## src/rtl/dpram_pkg.sv

```systemverilog
// Shared constants and helpers for the dpram_sync dual-port RAM.
package dpram_pkg;

  // Per-port write modes: what dout shows for an access that writes.
  localparam int WRITE_FIRST = 0;
  localparam int READ_FIRST  = 1;
  localparam int NO_CHANGE   = 2;

  // Widest word the lane-merge helper supports.
  localparam int MAX_DW = 256;

  // Merge new_word into old_word on every byte lane whose enable bit is set.
  // Callers zero-extend to MAX_DW and truncate the result back to their width.
  function automatic logic [MAX_DW-1:0] byte_merge(
    input logic [MAX_DW-1:0] old_word,
    input logic [MAX_DW-1:0] new_word,
    input logic [MAX_DW-1:0] we_lanes,
    input int                bw
  );
    logic [MAX_DW-1:0] res;
    for (int i = 0; i < MAX_DW; i++) begin
      res[i] = we_lanes[i / bw] ? new_word[i] : old_word[i];
    end
    return res;
  endfunction

endpackage

```

## src/rtl/dpram_port.sv

```systemverilog
// One read port of dpram_sync: write-mode data selection, valid generation
// and the optional second output register stage.
module dpram_port
  import dpram_pkg::*;
#(
  parameter int                  DATAWIDTH = 8,
  parameter int                  MODE      = WRITE_FIRST,
  parameter int                  OUT_REG   = 0,
  parameter logic [DATAWIDTH-1:0] INIT_VAL = '0
) (
  input  logic                 clk,
  input  logic                 rst_n,
  input  logic                 en,
  input  logic                 we_any,
  input  logic [DATAWIDTH-1:0] old_word,
  input  logic [DATAWIDTH-1:0] new_word,
  output logic [DATAWIDTH-1:0] dout,
  output logic                 valid
);

  logic [DATAWIDTH-1:0] s1_data_q, s1_data_d;
  logic                 s1_valid_q, s1_valid_d;

  // First stage: pick pre-write or post-write word according to the mode.
  // NOTE: every variable gets a default at the top of an always_comb, so no
  // path through the block can leave it unassigned and infer a latch.
  always_comb begin
    s1_data_d  = s1_data_q;
    s1_valid_d = 1'b0;
    if (en) begin
      if (!we_any) begin
        s1_data_d  = old_word;
        s1_valid_d = 1'b1;
      end else begin
        case (MODE)
          READ_FIRST: begin
            s1_data_d  = old_word;
            s1_valid_d = 1'b1;
          end
          NO_CHANGE: begin
            s1_data_d  = s1_data_q;
            s1_valid_d = 1'b0;
          end
          default: begin
            s1_data_d  = new_word;
            s1_valid_d = 1'b1;
          end
        endcase
      end
    end
  end

  // First-stage registers; reset discards anything in flight.
  // NOTE: sequential state is updated with <= only, so every flop samples the
  // pre-edge value of every other flop regardless of process ordering.
  always_ff @(posedge clk or negedge rst_n) begin
    if (!rst_n) begin
      s1_data_q  <= INIT_VAL;
      s1_valid_q <= 1'b0;
    end else begin
      s1_data_q  <= s1_data_d;
      s1_valid_q <= s1_valid_d;
    end
  end

  if (OUT_REG != 0) begin : g_out_reg
    logic [DATAWIDTH-1:0] s2_data_q, s2_data_d;
    logic                 s2_valid_q, s2_valid_d;

    // Second stage simply follows the first, keeping throughput at one per cycle.
    always_comb begin
      s2_data_d  = s1_data_q;
      s2_valid_d = s1_valid_q;
    end

    // Second-stage registers.
    always_ff @(posedge clk or negedge rst_n) begin
      if (!rst_n) begin
        s2_data_q  <= INIT_VAL;
        s2_valid_q <= 1'b0;
      end else begin
        s2_data_q  <= s2_data_d;
        s2_valid_q <= s2_valid_d;
      end
    end

    assign dout  = s2_data_q;
    assign valid = s2_valid_q;
  end else begin : g_no_out_reg
    assign dout  = s1_data_q;
    assign valid = s1_valid_q;
  end

endmodule

```

## src/rtl/dpram_sync.sv

```systemverilog
// Single-clock true dual-port RAM with byte enables, per-port write modes,
// optional output register, collision and out-of-range detection.
module dpram_sync
  import dpram_pkg::*;
#(
  parameter int                   ADDRWIDTH    = 4,
  parameter int                   DATAWIDTH    = 8,
  parameter int                   BYTEWIDTH    = 8,
  parameter int                   DEPTH        = 16,
  parameter int                   WRITE_MODE_A = WRITE_FIRST,
  parameter int                   WRITE_MODE_B = WRITE_FIRST,
  parameter int                   OUT_REG      = 0,
  parameter logic [DATAWIDTH-1:0] INIT_VAL     = '0
) (
  input  logic                           clk,
  input  logic                           rst_n,
  input  logic                           ena,
  input  logic                           enb,
  input  logic [DATAWIDTH/BYTEWIDTH-1:0] wea,
  input  logic [DATAWIDTH/BYTEWIDTH-1:0] web,
  input  logic [ADDRWIDTH-1:0]           addra,
  input  logic [ADDRWIDTH-1:0]           addrb,
  input  logic [DATAWIDTH-1:0]           dina,
  input  logic [DATAWIDTH-1:0]           dinb,
  output logic [DATAWIDTH-1:0]           douta,
  output logic [DATAWIDTH-1:0]           doutb,
  output logic                           valida,
  output logic                           validb,
  output logic                           collision,
  output logic                           err_oob
);

  localparam int NB = DATAWIDTH / BYTEWIDTH;
  localparam logic [ADDRWIDTH:0] DEPTH_L = (ADDRWIDTH + 1)'(DEPTH);

  if ((DATAWIDTH % BYTEWIDTH) != 0 || DEPTH < 1 || DEPTH > (1 << ADDRWIDTH) ||
      DATAWIDTH > MAX_DW) begin : g_bad_cfg
    $fatal(1, "dpram_sync: inconsistent DATAWIDTH/BYTEWIDTH/DEPTH/ADDRWIDTH");
  end

  logic [DATAWIDTH-1:0] mem [DEPTH];

  logic                 oob_a, oob_b, wr_a, wr_b, same_addr;
  logic [NB-1:0]        web_eff;
  logic [DATAWIDTH-1:0] old_a, old_b, base_a, word_a, word_b, final_b;
  logic                 collision_q, collision_d;
  logic                 err_oob_q, err_oob_d;

  // Address checks, cross-port arbitration and the merged words to store.
  always_comb begin
    oob_a     = {1'b0, addra} >= DEPTH_L;
    oob_b     = {1'b0, addrb} >= DEPTH_L;
    wr_a      = ena && (|wea) && !oob_a;
    wr_b      = enb && (|web) && !oob_b;
    same_addr = ena && enb && (addra == addrb);
    old_a     = oob_a ? '0 : mem[addra];
    old_b     = oob_b ? '0 : mem[addrb];
    // On a shared address A owns every lane it enables; B keeps the rest.
    web_eff   = (same_addr && wr_a) ? (web & ~wea) : web;
    word_b    = old_b;
    if (wr_b) begin
      word_b = DATAWIDTH'(byte_merge(MAX_DW'(old_b), MAX_DW'(dinb), MAX_DW'(web_eff), BYTEWIDTH));
    end
    base_a = (same_addr && wr_b) ? word_b : old_a;
    word_a = base_a;
    if (wr_a) begin
      word_a = DATAWIDTH'(byte_merge(MAX_DW'(base_a), MAX_DW'(dina), MAX_DW'(wea), BYTEWIDTH));
    end
    final_b     = same_addr ? word_a : word_b;
    collision_d = same_addr && ((|wea) || (|web));
    err_oob_d   = err_oob_q || (ena && oob_a) || (enb && oob_b);
  end

  // Storage array; on a shared address both ports store the same merged word.
  // NOTE: the array has no reset branch on purpose: contents survive rst_n and
  // a reset on a RAM would prevent mapping it onto block memory.
  always_ff @(posedge clk) begin
    if (wr_b) mem[addrb] <= final_b;
    if (wr_a) mem[addra] <= word_a;
  end

  // Collision pulse and sticky out-of-range flag.
  always_ff @(posedge clk or negedge rst_n) begin
    if (!rst_n) begin
      collision_q <= 1'b0;
      err_oob_q   <= 1'b0;
    end else begin
      collision_q <= collision_d;
      err_oob_q   <= err_oob_d;
    end
  end

  assign collision = collision_q;
  assign err_oob   = err_oob_q;

  dpram_port #(
    .DATAWIDTH(DATAWIDTH), .MODE(WRITE_MODE_A), .OUT_REG(OUT_REG), .INIT_VAL(INIT_VAL)
  ) u_port_a (
    .clk(clk), .rst_n(rst_n), .en(ena), .we_any(|wea),
    .old_word(old_a), .new_word(word_a), .dout(douta), .valid(valida)
  );

  dpram_port #(
    .DATAWIDTH(DATAWIDTH), .MODE(WRITE_MODE_B), .OUT_REG(OUT_REG), .INIT_VAL(INIT_VAL)
  ) u_port_b (
    .clk(clk), .rst_n(rst_n), .en(enb), .we_any(|web),
    .old_word(old_b), .new_word(final_b), .dout(doutb), .valid(validb)
  );

endmodule

```

## config.mk

```make
export PLATFORM = sky130hd
export DESIGN_NAME = dpram_sync
export DESIGN_NICKNAME = d
export VERILOG_FILES = /design/src/rtl/dpram_pkg.sv /design/src/rtl/dpram_port.sv /design/src/rtl/dpram_sync.sv
export SDC_FILE = /design/constraint.sdc
export NUM_CORES = 1
export LEC_CHECK = 0
export ABC_AREA = 1
export BUFFER_PORTS_ARGS = -buffer_cell sky130_fd_sc_hd__buf_2
export CAP_MARGIN = 20
export CORE_UTILIZATION = 60
export DETAILED_ROUTE_END_ITERATION = 8
export PLACE_DENSITY = 0.78
export SLEW_MARGIN = 20
export SYNTH_ARGS = -nofsm -noshare
export SYNTH_HDL_FRONTEND = slang
export SYNTH_SLANG_ARGS = --single-unit
```

## constraint.sdc

```tcl
create_clock -name clk -period 4.6 [get_ports clk]
set_input_delay 0.46 -clock clk [delete_from_list [all_inputs] [get_ports clk]]
set_output_delay 0.46 -clock clk [all_outputs]
set_load 0.05 [all_outputs]
```

==> results.md, run 1 <==
- Drc violations: 0
- Multi-input logic area: 0.00492 mm2
- CP required: 4.84 ns
- Top_reg_cell synth: edfxtp_1
- Final Max Slew Viols: 0
- Initial antenna violation count: 0
- Arr. time, crit path: 3.44 ns
- Met3 WL: 5.12 mm
- Critical Path Start Type: primary input
- H-tree levels: 4
- #FFs+latches synth: 147
- Grt ovf: 0
- Max cap viols: 0
- R2r endpoint: mem[2][6]$_DFFE_PP_
- Vias in the first global route: 9406
- First drt pass iteration count: 6
- CP max FO: 33
- Unrepaired setup endpoints after global routing: false
- Power per cell area: 350 mW/mm2
- P_leak: 0.00455 uW
- Hold Startpoint: enb
- Worst-path clk slew: 0.06 ns
- Worst Skew: 0.00554 ns
- Final ANT Viol Nets: 0
- Family with the most delay on the worst path: simple AND/OR/NAND/NOR gates
- Fmax: 312 MHz
- DR WL/cell: 22.2 um
- FILL cells: 1380
- Top Layer Used: met4
- Starting DRT DRC Count: 1854
- Antenna Cells: 0
- TritonCTS clock tree: done
- Die W: 131 um
- Clock tree buffer depth: 2
- Mapped Nets: 1421
- Via/cell ratio: 6.61
- CTS root buffer: clkbuf_16
- Post-Route WL: 35.3 mm
- Placer Congestion: 0.972
- Wl on met1: 12.9 mm
- CP Cell Sequence: buf_2 > inv_1 > nor2_2 > buf_12 > nand2_1 > nand3_1 > nand2_1 > nand2_1 > nor2_1 > a21oi_2 > nand2_1 > nand3_2 > nand2_2 > o21ai_0
- First-pass GRT wire length: 53.0 mm
- DP HPWL: 22.2 mm
- Post-CTS setup buffers: 0
- Post-synthesis sequential area ratio: 43.3%
- Slew @ Worst Pin: 1.12 ns
- Period utilisation layout: 69.6%
- Pin count of the biggest net entering global routing: 76
- CP Buf/Inv Count: 3
- Hold EP: u_port_b.valid$_DFF_PN0_
- Setup Crit Path Kind: in2reg
- Sequential cell area: 0.00432 mm2
- Worst vdd ir: 0.000274 V
- Crit end category: flip-flop
- Tmin final: 3.20 ns
- Die height: 131 um
- Post-Syn Area per Cell: 7.16 um2
- Setup_tns: 0 ns
- Yosys warns: 0
- Worst flop-to-flop path startpoint: mem[5][6]$_DFFE_PP_
- Die Area: 0.0171 mm2
- Mapped Cells: 1391
- Nets@finish: 1393
- Routed met2 length: 15.2 mm
- Detailed-route via count: 10500
- Final core occ: 66.4%
- Max incr delay on CP: 0.57 ns
- Most frequent CP cell: nand2_1
- Hold violation count in the final report: 0
- Status: complete, no violations
- Total power: 3730 uW
- Post-synth EDFFs: 128
- Commonest non-fill, non-tap cell in the layout: nand2_1
- Setup violations, final: 0
- Row count: 46
- Clk_lat worst skew: 0.43 ns
- Hold depth: 1
- Initial Util: 62.1%
- Clock sink count: 147
- Placeable core region: 0.0161 mm2
- Area grow syn2layout: 6.97%
- Total track usage: 42.3%
- R2R cell count: 12
- Worst slew margin: 25.6%
- Synth unique cells: 27
- TritonCTS buffer count: 17
- Synth Cell Area: 0.00997 mm2
- IO Pins: 50
- Commonest non-fill, non-tap cells in the layout: nand2_1, edfxtp_1, nand4_1
- Slowest cell on the critical path: buf_2
- Asr flop ratio synth: 12.9%
- Ratio of cells with drive above 1 in the final layout: 10.3%
- I/O Buffers: 48
- Worst min path class: in2reg
- Worst-case register-to-register setup slack: 2.20 ns
## synth_stat cells, types with 11 or more instances
library cell  count  share of area (%)
clkbuf_1         52                2.0
o21ai_1          90                4.5
nand4_1         120                7.5
o22ai_1          16                1.0
dfrtp_1          19                4.8
buf_6            11                1.2
nand3_1          58                2.9
nor2_1           40                1.5
buf_2            31                1.6
inv_1            31                1.2
o21ai_0          54                2.7
nand2_1         655                 25
edfxtp_1        128                 39
## flip-flops by register name, summed over array words and instances (netlist names)
| name | flops |
|---|---|
| mem | 128 |
| collision | 1 |
| u_port_a.valid | 1 |
| u_port_b.dout | 8 |
| u_port_b.valid | 1 |
| u_port_a.dout | 8 |
## where the power goes
| part | internal, uW | switching, uW | leakage (uW) |
|---|---|---|---|
| sequential | 1520 | 17.2 | 0.00141 |
| combinational | 164 | 558 | 0.00286 |
| clock | 900 | 571 | 0.000287 |
| total | 2590 | 1150 | 0.00455 |
## how the worst max path moves through the flow
stage / from / slack, ns / to / depth (start not counted)
after floorplan: addra[0] / 2.51 / mem[10][7]$_DFFE_PP_ / 16
after global placement: addra[1] / 1.32 / mem[2][1]$_DFFE_PP_ / 14
after detailed placement: addra[1] / 1.18 / mem[5][1]$_DFFE_PP_ / 14
after CTS: addra[1] / 1.61 / mem[5][1]$_DFFE_PP_ / 14
after global routing: addra[1] / 1.32 / mem[5][1]$_DFFE_PP_ / 14
final: addra[1] / 1.40 / mem[2][6]$_DFFE_PP_ / 14
## logic make-up (layout without fill, tap and decap cells)
group           after synthesis  after routing  share of synthesized area, %
simple gates                894            894                          38.3
compound gates              195            195                          11.0
buf+inv                     154            138                          7.38
other cells                   1              1                        0.0376
flops                       147            147                          43.3
## timing repair
item	in CTS	in global routing
gates resized for setup	0	0
hold buffers	1	0
endpoints found under the hold margin	19	0
## stage by stage
stage               cell area, um2  worst slack (ns)  hold WS, ns  cells
global route                 10700              1.32        0.208   1591
global placement             10000              1.32        0.412   1559
CTS                          10700              1.61        0.207   1591
detailed placement           10000              1.18        0.413   1559
finish                       10700              1.40        0.208   1591
floorplan                     9970              2.51        0.164   1391
## final cells by class
class	instances	area share (%)
clock inverter	11	1.51
multi-input combinational	1090	46.2
clock buffer	20	4.10
inverter	41	1.49
timing repair buffer	66	3.66
tap	216	2.54
sequential	147	40.5
## routing by layer
layer	global-route usage (%)	vias up
met4	24.7	0
met5	0	-
met3	9.04	165
met1	56.7	4777
met2	63.2	917
li1	-	4661
## worst reg2reg max path, stage by stage (launching register included)
cell,delay (ns)
edfxtp_1,0.42
nand2_1,0.09
nand2_1,0.07
nand2_1,0.05
nand2_1,0.11
nand2_1,0.08
nand2_1,0.10
o21ai_1,0.24
nand3_1,0.11
nand2_1,0.09
nand3_2,0.07
nand2_2,0.46
o21ai_0,0.22
No activity file was read; power rests on OpenSTA's default activity.
==> inputs of run 2 (changes only) <==
- clock period: 4.6 -> 3.2 ns (I/O delays scaled with it)
==> results.md, run 2 (same netlist as run 1, synthesis figures left out) <==
- Status: complete, no violations
- Initial antenna violation count: 0 (unchanged)
- Slowest cell on the critical path: nor2_2
- Placeable core region: 0.0161 mm2 (unchanged)
- Nets@finish: 1423 (+2.2%)
- Most frequent CP cell: nand2_1
- CP Cell Sequence: buf_2 > inv_1 > nor2_2 > nand2_1 > nand3_1 > nand2_1 > nand2_1 > nor2_1 > a21oi_2 > nand2_1 > nand3_2 > nand2_2 > o21ai_0
- Crit end category: flip-flop
- CTS root buffer: clkbuf_16
- FILL cells: 1370 (-0.72%)
- TritonCTS clock tree: done
- Fmax: 355 MHz
- H-tree levels: 4 (unchanged)
- Via/cell ratio: 6.60 (-0.21%)
- Critical Path Start Type: primary input
- Area grow syn2layout: 9.53%
- Multi-input logic area: 0.00492 mm2 (-0.10%)
- Most flop-heavy register: mem
- Setup violations, final: 0 (unchanged)
- Antenna Cells: 0 (unchanged)
- Tmin final: 2.82 ns
- Hold violation count in the final report: 0 (unchanged)
- Die W: 131 um (unchanged)
- Worst min path class: in2reg
- Setup Crit Path Kind: in2reg
- R2R cell count: 12 (unchanged)
- Final instance area: 0.0109 mm2 (+2.4%)
- Row count: 46 (unchanged)
- Drc violations: 0 (unchanged)
- Pin count of the biggest net entering global routing: 148 (+95%)
- First drt pass iteration count: 8 (+2)
- Slew @ Worst Pin: 0.856 ns (-0.259 ns)
- Final core occ: 68.0% (+1.6 points)
- Period utilisation layout: 88.1%
- Commonest non-fill, non-tap cell in the layout: nand2_1
- Hold depth: 1 (unchanged)
- Max incr delay on CP: 0.56 ns (about the same)
- Final Max Slew Viols: 0 (unchanged)
- CP required: 3.45 ns (-1.39 ns)
- Worst-path clk slew: 0.06 ns (about the same)
- Post-CTS setup buffers: 0 (unchanged)
- Worst Skew: 0.00811 ns (+0.00257 ns)
- Post-Route WL: 36.1 mm (+2.2%)
- Ratio of cells with drive above 1 in the final layout: 12.7% (+2.4 points)
- Commonest non-fill, non-tap cells in the layout: nand2_1, edfxtp_1, nand4_1
- Total track usage: 43.3% (+1.0 points)
- DR WL/cell: 22.2 um (+0.29%)
- Total power: 5290 uW (+42%)
- Starting DRT DRC Count: 2114 (+14%)
- Placer Congestion: 1.01 (+4.3%)
- Vias in the first global route: 9422 (+0.17%)
- I/O Buffers: 48 (unchanged)
- IO Pins: 50 (unchanged)
- Worst-case register-to-register setup slack: 0.85 ns (-1.35 ns)
- Clk_lat worst skew: 0.44 ns (about the same)
- Hold EP: u_port_b.valid$_DFF_PN0_
- Worst vdd ir: 0.000410 V (+50%)
- Max reg flops: 128 (unchanged)
- Setup_tns: 0 ns (unchanged)
- Worst flop-to-flop path startpoint: mem[9][5]$_DFFE_PP_
- Clock tree buffer depth: 2 (unchanged)
- R2r endpoint: mem[5][5]$_DFFE_PP_
- Unrepaired setup endpoints after global routing: false
- Die height: 131 um (unchanged)
- Final ANT Viol Nets: 0 (unchanged)
- TritonCTS buffer count: 17 (unchanged)
- Initial Util: 62.1% (unchanged)
- P_leak: 0.00472 uW (+3.7%)
- Worst slew margin: 42.8% (+17 points)
- Max cap viols: 0 (unchanged)
- DP HPWL: 23.0 mm (+3.6%)
- First-pass GRT wire length: 54.0 mm (+1.8%)
- Arr. time, crit path: 3.06 ns (-0.38 ns)
- CP max FO: 21 (-36%)
- Grt ovf: 0 (unchanged)
- Detailed-route via count: 10700 (+1.7%)
- Power per cell area: 485 mW/mm2 (+38%)
- Clock sink count: 147 (unchanged)
- Area after DPL: 0.0103 mm2 (+2.7%)
- Sequential cell area: 0.00432 mm2 (unchanged)
- Critical Path Start: addra[1]
- Hold Startpoint: enb
- Die Area: 0.0171 mm2 (unchanged)
run 2: worst max path at each step:
stage | slack (ns) | to
2_1_floorplan | 1.25 | mem[10][7]$_DFFE_PP_
3_3_place_gp | 0.28 | mem[1][2]$_DFFE_PP_
3_5_place_dp | 0.16 | mem[4][2]$_DFFE_PP_
4_1_cts | 0.58 | mem[5][5]$_DFFE_PP_
5_1_grt | 0.26 | mem[5][5]$_DFFE_PP_
6_report | 0.38 | mem[5][5]$_DFFE_PP_
run 2: area by class of cell:
class	instances	share of cell area [%]
Inverter	41	1.46
Clock inverter	15	1.44
Timing Repair Buffer	96	6.10
Sequential cell	147	39.6
Tap cell	216	2.48
Clock buffer	17	3.90
Multi-Input combinational cell	1090	45.1
run 2: repair_timing:
item,CTS,global route
hold buffers,1,0
hold endpoints to repair,19,0
resized for setup,0,0
run 2: critical path: cells and delay by family:
kind                   cells  cell delay [ns]
AO/OA/AOI/OAI              2             0.47
AND/OR/NAND/NOR            9             1.59
buffers and inverters      2             0.67
run 2: through the flow:
step,std cells,worst slack (ns),hold WS (ns)
finish,1622,0.381,0.0664
CTS,1622,0.582,0.0585
global placement,1589,0.277,0.268
global route,1622,0.261,0.0574
detailed placement,1589,0.159,0.275
floorplan,1391,1.25,0.0244
run 2: power breakdown:
part / total [uW] / internal [uW] / switching (uW)
Sequential: 2220 / 2190 / 27.6
Clock: 2020 / 1150 / 861
Combinational: 1060 / 257 / 803
Total: 5290 / 3600 / 1690
run 2: per-layer routing:
metal / global-route usage, % / part of all wire, % / vias up
met2: 65.4 / 44 / 943
met4: 24.1 / 5.8 / 0
li1: - / - / 4725
met3: 10.3 / 15 / 179
met1: 57.3 / 36 / 4855
met5: 0 / 0 / -
